<file path="src/rtl/pipe_pkg.sv">
// Shared definitions for the operand-forwarding pipeline register: default widths,
// the hard-wired zero register id and the forwarding-source record.
package pipe_pkg;

    localparam int DATA_W_DEF = 32;
    localparam int RA_W_DEF   = 5;
    localparam int SIDE_W_DEF = 64;

    // Writes to register 0 are discarded architecturally, so it is never a forwarding target.
    localparam int REG_ZERO = 0;

    typedef struct packed {
        logic                  we;
        logic [RA_W_DEF-1:0]   dst;
        logic [DATA_W_DEF-1:0] data;
        logic                  pending;
    } fwd_src_t;

endpackage

</file>
<file path="src/rtl/pipe_fwd_reg_if.sv">
// Upstream/downstream handshake bundle of pipe_fwd_reg; master drives entries in and
// takes results out, slave is the pipeline register itself.
interface pipe_fwd_reg_if import pipe_pkg::*; #(
    parameter int DATA_W = DATA_W_DEF,
    parameter int RA_W   = RA_W_DEF,
    parameter int SIDE_W = SIDE_W_DEF
);

    logic              in_valid;
    logic              in_ready;
    logic [SIDE_W-1:0] in_side;
    logic [RA_W-1:0]   in_rs_id;
    logic [RA_W-1:0]   in_rt_id;
    logic [DATA_W-1:0] in_rs_data;
    logic [DATA_W-1:0] in_rt_data;
    logic              in_uses_rs;
    logic              in_uses_rt;

    logic              out_valid;
    logic              out_ready;
    logic [SIDE_W-1:0] out_side;
    logic [DATA_W-1:0] out_rs_data;
    logic [DATA_W-1:0] out_rt_data;

    modport master (
        output in_valid, in_side, in_rs_id, in_rt_id, in_rs_data, in_rt_data,
               in_uses_rs, in_uses_rt, out_ready,
        input  in_ready, out_valid, out_side, out_rs_data, out_rt_data
    );

    modport slave (
        input  in_valid, in_side, in_rs_id, in_rt_id, in_rs_data, in_rt_data,
               in_uses_rs, in_uses_rt, out_ready,
        output in_ready, out_valid, out_side, out_rs_data, out_rt_data
    );

endinterface

</file>
<file path="src/rtl/pipe_fwd_sel.sv">
// Per-operand forwarding selector: priority match over the forwarding sources (index 0
// wins), operand mux, and the stall/refresh decisions for the held operand.
module pipe_fwd_sel import pipe_pkg::*; #(
    parameter int DATA_W = DATA_W_DEF,
    parameter int RA_W   = RA_W_DEF,
    parameter int N_FWD  = 2,
    parameter bit BYPASS = 1'b0
) (
    input  logic [RA_W-1:0]         id,
    input  logic                    uses,
    input  logic [DATA_W-1:0]       stored,
    input  logic [N_FWD-1:0]        fwd_we,
    input  logic [N_FWD*RA_W-1:0]   fwd_dst,
    input  logic [N_FWD*DATA_W-1:0] fwd_data,
    input  logic [N_FWD-1:0]        fwd_pending,
    output logic [DATA_W-1:0]       data_out,
    output logic                    stall,
    output logic                    refresh
);

    logic [N_FWD-1:0]  match;
    logic              hit;
    logic              sel_pending;
    logic [DATA_W-1:0] sel_data;

    genvar gi;
    generate
        for (gi = 0; gi < N_FWD; gi++) begin : g_match
            assign match[gi] = fwd_we[gi] && uses
                            && (fwd_dst[gi*RA_W +: RA_W] != RA_W'(REG_ZERO))
                            && (fwd_dst[gi*RA_W +: RA_W] == id);
        end
    endgenerate

    // Walk from oldest to youngest so the lowest matching index is left selected.
    always_comb begin
        hit         = 1'b0;
        sel_pending = 1'b0;
        sel_data    = '0;
        for (int i = N_FWD - 1; i >= 0; i--) begin
            if (match[i]) begin
                hit         = 1'b1;
                sel_pending = fwd_pending[i];
                sel_data    = fwd_data[i*DATA_W +: DATA_W];
            end
        end
    end

    // Without bypass any in-flight writer to this operand blocks until it retires.
    assign data_out = (BYPASS && hit) ? sel_data : stored;
    assign stall    = hit && (sel_pending || !BYPASS);
    assign refresh  = BYPASS && hit && !sel_pending;

endmodule

</file>
<file path="src/rtl/pipe_fwd_reg.sv">
// One-entry valid/ready pipeline register with operand forwarding and hazard stall.
// Define PIPE_FWD_BYPASS_EN to enable forwarding; otherwise the stage interlocks.
module pipe_fwd_reg import pipe_pkg::*; #(
    parameter int DATA_W = DATA_W_DEF,
    parameter int RA_W   = RA_W_DEF,
    parameter int SIDE_W = SIDE_W_DEF,
    parameter int N_FWD  = 2
) (
    input  logic                    sys_clk,
    input  logic                    rst,
    pipe_fwd_reg_if.slave           bus,
    input  logic                    flush,
    input  logic [N_FWD-1:0]        fwd_we,
    input  logic [N_FWD*RA_W-1:0]   fwd_dst,
    input  logic [N_FWD*DATA_W-1:0] fwd_data,
    input  logic [N_FWD-1:0]        fwd_pending,
    output logic [15:0]             hz_cnt
);

`ifdef PIPE_FWD_BYPASS_EN
    localparam bit BYPASS_EN = 1'b1;
`else
    localparam bit BYPASS_EN = 1'b0;
`endif

    logic              full_reg;
    logic [SIDE_W-1:0] side_reg;
    logic [RA_W-1:0]   rs_id_reg;
    logic [RA_W-1:0]   rt_id_reg;
    logic              uses_rs_reg;
    logic              uses_rt_reg;
    logic [DATA_W-1:0] rs_data_reg;
    logic [DATA_W-1:0] rt_data_reg;
    logic [15:0]       hz_cnt_reg;

    logic [DATA_W-1:0] rs_sel_data;
    logic [DATA_W-1:0] rt_sel_data;
    logic              rs_stall;
    logic              rt_stall;
    logic              rs_refresh;
    logic              rt_refresh;
    logic              hazard;
    logic              fire;
    logic              accept;

    pipe_fwd_sel #(
        .DATA_W (DATA_W),
        .RA_W   (RA_W),
        .N_FWD  (N_FWD),
        .BYPASS (BYPASS_EN)
    ) u_sel_rs (
        .id          (rs_id_reg),
        .uses        (uses_rs_reg),
        .stored      (rs_data_reg),
        .fwd_we      (fwd_we),
        .fwd_dst     (fwd_dst),
        .fwd_data    (fwd_data),
        .fwd_pending (fwd_pending),
        .data_out    (rs_sel_data),
        .stall       (rs_stall),
        .refresh     (rs_refresh)
    );

    pipe_fwd_sel #(
        .DATA_W (DATA_W),
        .RA_W   (RA_W),
        .N_FWD  (N_FWD),
        .BYPASS (BYPASS_EN)
    ) u_sel_rt (
        .id          (rt_id_reg),
        .uses        (uses_rt_reg),
        .stored      (rt_data_reg),
        .fwd_we      (fwd_we),
        .fwd_dst     (fwd_dst),
        .fwd_data    (fwd_data),
        .fwd_pending (fwd_pending),
        .data_out    (rt_sel_data),
        .stall       (rt_stall),
        .refresh     (rt_refresh)
    );

    assign hazard          = full_reg && (rs_stall || rt_stall);
    assign bus.out_valid   = full_reg && !hazard && !rst;
    assign fire            = bus.out_valid && bus.out_ready;
    // Flush frees the slot for next cycle, so upstream is never back-pressured by it.
    assign bus.in_ready    = rst || flush || !full_reg || fire;
    assign accept          = bus.in_valid && bus.in_ready && !flush;
    assign bus.out_side    = side_reg;
    assign bus.out_rs_data = rs_sel_data;
    assign bus.out_rt_data = rt_sel_data;
    assign hz_cnt          = hz_cnt_reg;

    always_ff @(posedge sys_clk) begin
        if (rst) begin
            full_reg    <= 1'b0;
            side_reg    <= '0;
            rs_id_reg   <= '0;
            rt_id_reg   <= '0;
            uses_rs_reg <= 1'b0;
            uses_rt_reg <= 1'b0;
            rs_data_reg <= '0;
            rt_data_reg <= '0;
            hz_cnt_reg  <= '0;
        end else begin
            if (flush) begin
                full_reg <= 1'b0;
            end else if (accept) begin
                full_reg    <= 1'b1;
                side_reg    <= bus.in_side;
                rs_id_reg   <= bus.in_rs_id;
                rt_id_reg   <= bus.in_rt_id;
                uses_rs_reg <= bus.in_uses_rs;
                uses_rt_reg <= bus.in_uses_rt;
                rs_data_reg <= bus.in_rs_data;
                rt_data_reg <= bus.in_rt_data;
            end else if (fire) begin
                full_reg <= 1'b0;
            end else if (full_reg) begin
                // Capture forwarded values while held so a writer retiring mid-stall is not lost.
                if (rs_refresh) begin
                    rs_data_reg <= rs_sel_data;
                end
                if (rt_refresh) begin
                    rt_data_reg <= rt_sel_data;
                end
            end

            if (hazard && (hz_cnt_reg != 16'hFFFF)) begin
                hz_cnt_reg <= hz_cnt_reg + 16'd1;
            end
        end
    end

endmodule
</file>
<file path="src/flat_wrapper.sv">
// flat-port wrapper written by rule: the top's interface ports become plain ports
module pipe_fwd_reg_flat import pipe_pkg::*;
#(
    parameter int DATA_W = DATA_W_DEF,
    parameter int RA_W   = RA_W_DEF,
    parameter int SIDE_W = SIDE_W_DEF,
    parameter int N_FWD  = 2
)
  (sys_clk, rst, flush, fwd_we, fwd_dst, fwd_data, fwd_pending, hz_cnt, bus_in_valid, bus_in_side, bus_in_rs_id, bus_in_rt_id, bus_in_rs_data, bus_in_rt_data, bus_in_uses_rs, bus_in_uses_rt, bus_out_ready, bus_in_ready, bus_out_valid, bus_out_side, bus_out_rs_data, bus_out_rt_data);
  pipe_fwd_reg_if #(.DATA_W(DATA_W), .RA_W(RA_W), .SIDE_W(SIDE_W)) bus_i ();
  input  logic sys_clk;
  input  logic rst;
  input  logic flush;
  input  logic [N_FWD-1:0] fwd_we;
  input  logic [N_FWD*RA_W-1:0] fwd_dst;
  input  logic [N_FWD*DATA_W-1:0] fwd_data;
  input  logic [N_FWD-1:0] fwd_pending;
  output logic [15:0] hz_cnt;
  input wire logic [$bits(bus_i.in_valid)-1:0] bus_in_valid;
  input wire logic [$bits(bus_i.in_side)-1:0] bus_in_side;
  input wire logic [$bits(bus_i.in_rs_id)-1:0] bus_in_rs_id;
  input wire logic [$bits(bus_i.in_rt_id)-1:0] bus_in_rt_id;
  input wire logic [$bits(bus_i.in_rs_data)-1:0] bus_in_rs_data;
  input wire logic [$bits(bus_i.in_rt_data)-1:0] bus_in_rt_data;
  input wire logic [$bits(bus_i.in_uses_rs)-1:0] bus_in_uses_rs;
  input wire logic [$bits(bus_i.in_uses_rt)-1:0] bus_in_uses_rt;
  input wire logic [$bits(bus_i.out_ready)-1:0] bus_out_ready;
  output wire logic [$bits(bus_i.in_ready)-1:0] bus_in_ready;
  output wire logic [$bits(bus_i.out_valid)-1:0] bus_out_valid;
  output wire logic [$bits(bus_i.out_side)-1:0] bus_out_side;
  output wire logic [$bits(bus_i.out_rs_data)-1:0] bus_out_rs_data;
  output wire logic [$bits(bus_i.out_rt_data)-1:0] bus_out_rt_data;
  assign bus_i.in_valid = bus_in_valid;
  assign bus_i.in_side = bus_in_side;
  assign bus_i.in_rs_id = bus_in_rs_id;
  assign bus_i.in_rt_id = bus_in_rt_id;
  assign bus_i.in_rs_data = bus_in_rs_data;
  assign bus_i.in_rt_data = bus_in_rt_data;
  assign bus_i.in_uses_rs = bus_in_uses_rs;
  assign bus_i.in_uses_rt = bus_in_uses_rt;
  assign bus_i.out_ready = bus_out_ready;
  assign bus_in_ready = bus_i.in_ready;
  assign bus_out_valid = bus_i.out_valid;
  assign bus_out_side = bus_i.out_side;
  assign bus_out_rs_data = bus_i.out_rs_data;
  assign bus_out_rt_data = bus_i.out_rt_data;
  pipe_fwd_reg #(.DATA_W(DATA_W), .RA_W(RA_W), .SIDE_W(SIDE_W), .N_FWD(N_FWD)) u_core (.sys_clk(sys_clk), .rst(rst), .bus(bus_i), .flush(flush), .fwd_we(fwd_we), .fwd_dst(fwd_dst), .fwd_data(fwd_data), .fwd_pending(fwd_pending), .hz_cnt(hz_cnt));
endmodule
</file>
<file path="config.mk">
export PLATFORM = sky130hd
export DESIGN_NAME = pipe_fwd_reg_flat
export DESIGN_NICKNAME = d
export VERILOG_FILES = /design/src/rtl/pipe_pkg.sv /design/src/rtl/pipe_fwd_reg_if.sv /design/src/rtl/pipe_fwd_sel.sv /design/src/rtl/pipe_fwd_reg.sv /design/src/flat_wrapper.sv
export SDC_FILE = /design/constraint.sdc
export NUM_CORES = 1
export LEC_CHECK = 0
export ABC_AREA = 1
export CAP_MARGIN = 20
export CORE_ASPECT_RATIO = 1.5
export CORE_MARGIN = 2
export CORE_UTILIZATION = 37
export DETAILED_ROUTE_END_ITERATION = 8
export GPL_TIMING_DRIVEN = 0
export HOLD_SLACK_MARGIN = 0.12
export PLACE_DENSITY = 0.79
export REMOVE_ABC_BUFFERS = 1
export SYNTH_ARGS = -nofsm -noshare
export SYNTH_HDL_FRONTEND = slang
export SYNTH_SLANG_ARGS = --single-unit
</file>
<file path="constraint.sdc">
create_clock -name sys_clk -period 2.3 [get_ports sys_clk]
set_input_delay 0.69 -clock sys_clk [delete_from_list [all_inputs] [get_ports sys_clk]]
set_output_delay 0.69 -clock sys_clk [all_outputs]
set_load 0.02 [all_outputs]
</file>
==> flow_metrics.env, run 1 <==
export IMPL_netlist_instances=1172
export IMPL_min_path_type="reg -> reg"
export IMPL_fin_skew_ns=0.01296
export IMPL_slew_viol_final=0
export IMPL_antenna_found_initial=1
export IMPL_place_area_um2=10810
export IMPL_cp_max_fo=3
export IMPL_avgSynthCellArea_um2=6.486
export IMPL_largest_reg_flops=64
export IMPL_swShare_pct=26.11
export IMPL_p_comb_share_pct=19.1
export IMPL_setup_violations=2
export IMPL_stdcell_area_um2=11740
export IMPL_num_io_pins=369
export IMPL_relSlewSlack_pct=45.09
export IMPL_arrival_ns=1.92
export IMPL_ctsHoldBuffers=0
export IMPL_hold_viol=0
export IMPL_die_w_um=121.0
export IMPL_drt_wirelength_per_cell_um=13.86
export IMPL_synth_top_flop_cell="dfxtp_1"
export IMPL_cts_tree="yes"
export IMPL_grt_max_degree=104
export IMPL_synth_edff_count=0
export IMPL_n_fill_cell=1815
export IMPL_fmax_ghz=0.3827
export IMPL_vdd_drop_max_uv=574.5
export IMPL_routed_wl_um=23700
export IMPL_yosys_cell_types_count=23
export IMPL_worst_path_max_delay_cell="or2_4"
export IMPL_ys_warn_count=0
export IMPL_io_buffers=302
export IMPL_finalCriticalPeriod_ns=2.613
export IMPL_drive_above_1_share_pct=8.299
export IMPL_gp_congestion=0.8649
export IMPL_ctsLongestPathBuffers=2
export IMPL_cts_buffers=17
export IMPL_crit_path_start_kind="primary input"
export IMPL_tns_ns=-0.6193
export IMPL_drc=0
export IMPL_status="finished with violations"
export IMPL_internal_power_mw=5.616
export IMPL_grt_overflow=0
export IMPL_cts_sinks=157
export IMPL_slowest_delay_ns=0.26
export IMPL_pwr_share_seq_pct=39.3
export IMPL_coreArea_um2=20260
export IMPL_vias=8151
export IMPL_critPathKind="in -> out"
export IMPL_firstDrtPassIters=6
export IMPL_rows=64
export IMPL_power_density_nw_per_um2=647.5
export IMPL_htree_levels=4
export IMPL_switching_power_mw=1.985
export IMPL_p_leak_nw=5.298
export IMPL_setup_slack_ns=-0.3128
export IMPL_die_h_um=179.5
export IMPL_hpwl_um=15570
export IMPL_syn_area_um2=7601
export IMPL_yosysMostFrequentCell="nand2_1"
export IMPL_synth_top_area_cell="dfxtp_1"
export IMPL_nets=1657
export IMPL_ys_seq_elements=157
export IMPL_drtAntennaViolNets=0
export IMPL_clk_latency_ns=0.43
export IMPL_synthTopCellsByCount="229 x nand2_1, 180 x nor2_1, 167 x inv_1"
export IMPL_diodes=0
export IMPL_maxCapViolations=0
export IMPL_grtUsageTotal_pct=21.22
export IMPL_rsz0062_at_grt="yes"
export IMPL_grt_pass1_wl_um=37390
export IMPL_yosysSeqAreaShare_pct=41.35
export IMPL_p_clk_share_pct=41.6
export IMPL_worst_slew_pin_slew_ns=0.8228
export IMPL_clockRootBuffer="clkbuf_16"
export IMPL_violations="setup timing"
export IMPL_clk_pin_slew_ns=0.06
export IMPL_path_common_cell="nand2_1"
export IMPL_synthTopCellsByArea="dfxtp_1 41%, nand2_1 11%, a21oi_1 10%"
export IMPL_yosysTopAreaCellShare_pct=41.35
export IMPL_drt_iter0_markers=606
export IMPL_fin_crit_sh_pct=113.6
export IMPL_async_flop_share_pct=0
export IMPL_die_area_um2=21730
export IMPL_area_growth_pct=54.42
export IMPL_worst_setup_path_end_kind="output pin"
export IMPL_initial_core_util_pct=37.52
export IMPL_vias_per_cell=4.767
export IMPL_critPathRequiredTime_ns=1.61
export IMPL_path_cells="buf_2, inv_2, nand2_1, nand2_1, nor2_1, nand2_1, nor2_2, nor2_4, nand3_4, nand2_8, or2_4, buf_6"
export IMPL_grt_pass1_vias=7650
[layer usage]
| layer | global-route usage, % | wire (um) | part of all wire [%] | vias up |
|---|---|---|---|---|
| met3 | 6.567 | 1700 | 7.2 | 58 |
| li1 | - | - | - | 4180 |
| met5 | 0 | 10 | 0.042 | - |
| met2 | 37.19 | 12180 | 51 | 282 |
| met4 | 10.47 | 927 | 3.9 | 2 |
| met1 | 22.69 | 8876 | 37 | 3629 |
[per-stage QoR]
step / power [mW] / cells / hold slack, ns / setup slack (ns) / utilization, %
2_1_floorplan: 3.768 / 1088 / 0.4516 / -7.636 / -
3_3_place_gp: 4.489 / 1654 / 0.4592 / -13.18 / 51.98
3_5_place_dp: 4.456 / 1665 / 0.4678 / -1.571 / 53.35
4_1_cts: 7.664 / 1708 / 0.4842 / -0.2848 / 57.53
5_1_grt: 7.937 / 1710 / 0.5082 / -0.4311 / 57.94
6_report: 7.600 / 1710 / 0.4784 / -0.3128 / 57.94
[critical path, delay by kind of cell]
| family | cells | cell delay, ns |
|---|---|---|
| buffers and inverters | 3 | 0.29 |
| AND/OR/NAND/NOR | 9 | 0.94 |
[cell type report]
class                   instances  area, um2  share of cell area, %
clock buffers                  19      452.9                  3.859
clock inverters                13      210.2                  1.791
inverters                     174      658.1                  5.607
multi-input cells             760       3547                  30.22
flip-flops and latches        157       3161                  26.93
well taps                     264      330.3                  2.814
repair buffers                323       3378                  28.78
[power groups by stage]
| stage | clock, mW | combinational, mW | sequential [mW] |
|---|---|---|---|
| after floorplan | 0 | 0.545 | 3.22 |
| after global placement | 0 | 1.45 | 3.03 |
| after detailed placement | 0 | 1.41 | 3.04 |
| after CTS | 3.24 | 1.44 | 2.99 |
| after global routing | 3.34 | 1.59 | 3.01 |
| final | 3.16 | 1.45 | 2.99 |
[path summary, 6_finish.rpt]
| kind | startpoint | to | slack, ns | cells after the start |
|---|---|---|---|---|
| max | fwd_dst[4] | bus_in_ready | -0.31 | 12 |
| min reg2reg | u_core.bus.out_side[6]$_SDFFE_PP0P_ | u_core.bus.out_side[6]$_SDFFE_PP0P_ | 0.48 | 2 |
| max reg2reg | u_core.rs_id_reg[2]$_SDFFE_PP0P_ | u_core.bus.out_side[30]$_SDFFE_PP0P_ | 0.16 | 13 |
| min | u_core.bus.out_side[6]$_SDFFE_PP0P_ | u_core.bus.out_side[6]$_SDFFE_PP0P_ | 0.48 | 2 |
[kinds of logic after synthesis]
| family | count (synthesis) | synth area share (%) |
|---|---|---|
| AOI/OAI and AO/OA | 159 | 10.47 |
| xor gates and xnor gates | 14 | 1.613 |
| adders and majority gates | 1 | 0.1646 |
| and+or+nand+nor | 583 | 32.23 |
| buffers and inverters | 258 | 14.17 |
| DFF | 157 | 41.35 |
[cell usage in the layout (no fill, tap or decap), drive strengths merged]
| cell | instances |
|---|---|
| clkdlybuf4s50 | 287 |
| nand2 | 231 |
| nor2 | 181 |
| inv | 176 |
| dfxtp | 157 |
| a21oi | 155 |
| nand3 | 150 |
| buf | 34 |
| clkbuf | 20 |
| nand4 | 17 |
| xor2 | 10 |
| bufinv | 5 |
| xnor2 | 4 |
| o21ai | 4 |
| nor3 | 4 |
| clkinv | 4 |
| clkinvlp | 2 |
| or2 | 1 |
| nor3b | 1 |
| nand2b | 1 |
| ha | 1 |
| clkdlybuf4s15 | 1 |
[repair_timing]
action,in CTS,in global routing
buffers inserted,8,0
cloned,3,2
resized for setup,104,17
pin swaps,23,9
endpoints found under the hold margin,0,0
endpoints found under the setup margin,139,101
(Power assumes the default switching activity.)
==> inputs of run 2 (changes only) <==
--- a/config.mk
+++ b/config.mk
@@ -13,7 +13,7 @@
 export DETAILED_ROUTE_END_ITERATION = 8
 export GPL_TIMING_DRIVEN = 0
 export HOLD_SLACK_MARGIN = 0.12
-export PLACE_DENSITY = 0.79
+export PLACE_DENSITY = 0.88
 export REMOVE_ABC_BUFFERS = 1
 export SYNTH_ARGS = -nofsm -noshare
 export SYNTH_HDL_FRONTEND = slang
==> run 2 against run 1 <==
The flow still finishes with violations (setup timing); die area unchanged; wire length increased by 3.9%; clock power decreased by 19%; sequential power about the same; critical endpoint unchanged.
==> flow_metrics.env, run 2 (synthesized netlist as in run 1, its figures left out) <==
export IMPL_p_leak_nw=5.250
export IMPL_die_w_um=121.0
export IMPL_initial_core_util_pct=37.52
export IMPL_swShare_pct=28.57
export IMPL_r2r_start="u_core.rt_id_reg[1]$_SDFFE_PP0P_"
export IMPL_cts_buffers=17
export IMPL_fin_skew_ns=0.01047
export IMPL_vdd_drop_max_uv=498.8
export IMPL_finalCriticalPeriod_ns=2.679
export IMPL_drt_wirelength_per_cell_um=14.37
export IMPL_critPathKind="in -> out"
export IMPL_arrival_ns=1.99
export IMPL_clk_latency_ns=0.43
export IMPL_whs_ns=0.4768
export IMPL_area_growth_pct=52.46
export IMPL_power_density_nw_per_um2=603.8
export IMPL_critPathRequiredTime_ns=1.61
export IMPL_min_path_type="reg -> reg"
export IMPL_cts_sinks=157
export IMPL_slowest_delay_ns=0.23
export IMPL_rows=64
export IMPL_antenna_found_initial=0
export IMPL_maxCapViolations=0
export IMPL_htree_levels=4
export IMPL_drt_iter0_markers=625
export IMPL_ctsLongestPathBuffers=2
export IMPL_mostFrequentLayoutCell="clkdlybuf4s50_1"
export IMPL_grt_pass1_wl_um=38990
export IMPL_crit_end="bus_in_ready"
export IMPL_fin_crit_sh_pct=116.5
export IMPL_io_buffers=302
export IMPL_vias_per_cell=4.856
export IMPL_pwr_share_seq_pct=42.7
export IMPL_internal_power_mw=4.998
export IMPL_p_clk_share_pct=36.5
export IMPL_worst_setup_path_end_kind="output pin"
export IMPL_die_area_um2=21730
export IMPL_worst_path_max_delay_cell="or2_4"
export IMPL_final_cell_mix="287 x clkdlybuf4s50_1, 225 x nand2_1, 170 x nor2_1"
export IMPL_drc=0
export IMPL_nets=1661
export IMPL_gp_congestion=0.8670
export IMPL_dp_slack_ns=-2.229
export IMPL_slew_viol_final=0
export IMPL_worstReg2RegEnd="u_core.bus.out_side[40]$_SDFFE_PP0P_"
export IMPL_regToRegSetupSlack_ns=0.09
export IMPL_worst_slew_pin_slew_ns=0.6190
export IMPL_drive_above_1_share_pct=8.207
export IMPL_cp_max_fo=4
export IMPL_setup_slack_ns=-0.3790
export IMPL_coreArea_um2=20260
export IMPL_rsz0062_at_grt="yes"
export IMPL_path_cells="buf_2, inv_1, nand2_1, nand2_1, nor2_1, nand2_1, nor2_4, nor2_2, nand3_4, nand2_8, buf_16, or2_4, buf_6"
export IMPL_grt_overflow=0
export IMPL_hold_viol=0
export IMPL_drtAntennaViolNets=0
export IMPL_firstDrtPassIters=5
export IMPL_diodes=0
export IMPL_p_total_mw=6.997
export IMPL_status="finished with violations"
export IMPL_die_h_um=179.5
export IMPL_grtUsageTotal_pct=22.27
export IMPL_vias=8323
export IMPL_reg2reg_depth=12
export IMPL_switching_power_mw=1.999
export IMPL_hpwl_um=15600
export IMPL_setup_violations=4
export IMPL_startpoint="fwd_dst[5]"
export IMPL_p_comb_share_pct=20.8
export IMPL_violations="setup timing"
export IMPL_grt_pass1_vias=7845
export IMPL_fmax_ghz=0.3733
export IMPL_clk_pin_slew_ns=0.06
export IMPL_cts_tree="yes"
export IMPL_largest_reg_flops=64
export IMPL_crit_path_start_kind="primary input"
export IMPL_num_io_pins=369
export IMPL_path_common_cell="nand2_1"
export IMPL_grt_max_degree=87
export IMPL_relSlewSlack_pct=58.69
export IMPL_clockRootBuffer="clkbuf_16"
export IMPL_routed_wl_um=24630
run 2: cell count changes in the layout (fill, tap and decap cells not counted), moves of 3 or more:
cell,change
buf_16,-5
nand3_1,+4
clkinvlp_4,+3
bufinv_16,-5
buf_12,+3
buf_4,+3
bufbuf_16,+3
run 2: worst max-delay path, delay by kind of cell:
kind | cells | cell delay (ns)
simple gates | 9 | 0.85
buf+inv | 4 | 0.44
run 2: cell type report:
| class | instances | area (um2) |
|---|---|---|
| clock inverters | 13 | 92.59 |
| multi-input cells | 761 | 3523 |
| clock buffers | 19 | 432.9 |
| repair buffers | 326 | 3390 |
| flip-flops and latches | 157 | 3162 |
| well taps | 264 | 330.3 |
| fillers | 1818 | 8671 |
| inverters | 174 | 658.1 |
run 2: worst min path at each step:
stage                                                 to  slack [ns]  cells after the start                                  from
floorplan               u_core.rs_id_reg[1]$_SDFFE_PP0P_        0.45                      2      u_core.rs_id_reg[1]$_SDFFE_PP0P_
global placement    u_core.bus.out_side[13]$_SDFFE_PP0P_        0.46                      2  u_core.bus.out_side[13]$_SDFFE_PP0P_
detailed placement  u_core.bus.out_side[18]$_SDFFE_PP0P_        0.47                      2  u_core.bus.out_side[18]$_SDFFE_PP0P_
CTS                   u_core.rt_data_reg[7]$_SDFFE_PP0P_        0.48                      2    u_core.rt_data_reg[7]$_SDFFE_PP0P_
global route        u_core.bus.out_side[54]$_SDFFE_PP0P_        0.50                      2  u_core.bus.out_side[54]$_SDFFE_PP0P_
finish              u_core.bus.out_side[54]$_SDFFE_PP0P_        0.48                      2  u_core.bus.out_side[54]$_SDFFE_PP0P_
run 2: stage by stage:
stage / cell area (um2) / instances / utilization [%] / setup TNS [ns]
floorplan: 7177 / 1088 / - / -1080.92
global placement: 10530 / 1654 / 51.98 / -1680.09
detailed placement: 10750 / 1663 / 53.08 / -156.57
CTS: 11510 / 1710 / 56.84 / -0.6662
global route: 11590 / 1714 / 57.20 / -5.527
finish: 11590 / 1714 / 57.20 / -0.7343
run 2: timing repair:
item                                    4_1_cts  5_1_grt
cloned                                        7        1
endpoints found under the setup margin      158       87
hold buffers                                  0        0
resized for setup                            94       19
buffers inserted                              9        3
pin swaps                                    22       19
run 2: metal layers:
| metal | wire (um) | GRT usage [%] | vias up |
|---|---|---|---|
| met5 | 0 | 0 | - |
| met4 | 833 | 9.860 | 0 |
| li1 | - | - | 4181 |
| met1 | 9439 | 24.79 | 3773 |
| met2 | 12550 | 38.85 | 317 |
| met3 | 1802 | 6.313 | 52 |
run 2: power groups by stage:
stage / Sequential [mW] / Clock, mW / Combinational, mW
2_1_floorplan: 3.22 / 0 / 0.545
3_3_place_gp: 3.03 / 0 / 1.44
3_5_place_dp: 3.04 / 0 / 1.41
4_1_cts: 2.99 / 2.61 / 1.44
5_1_grt: 3.01 / 2.73 / 1.58
6_report: 2.99 / 2.56 / 1.45
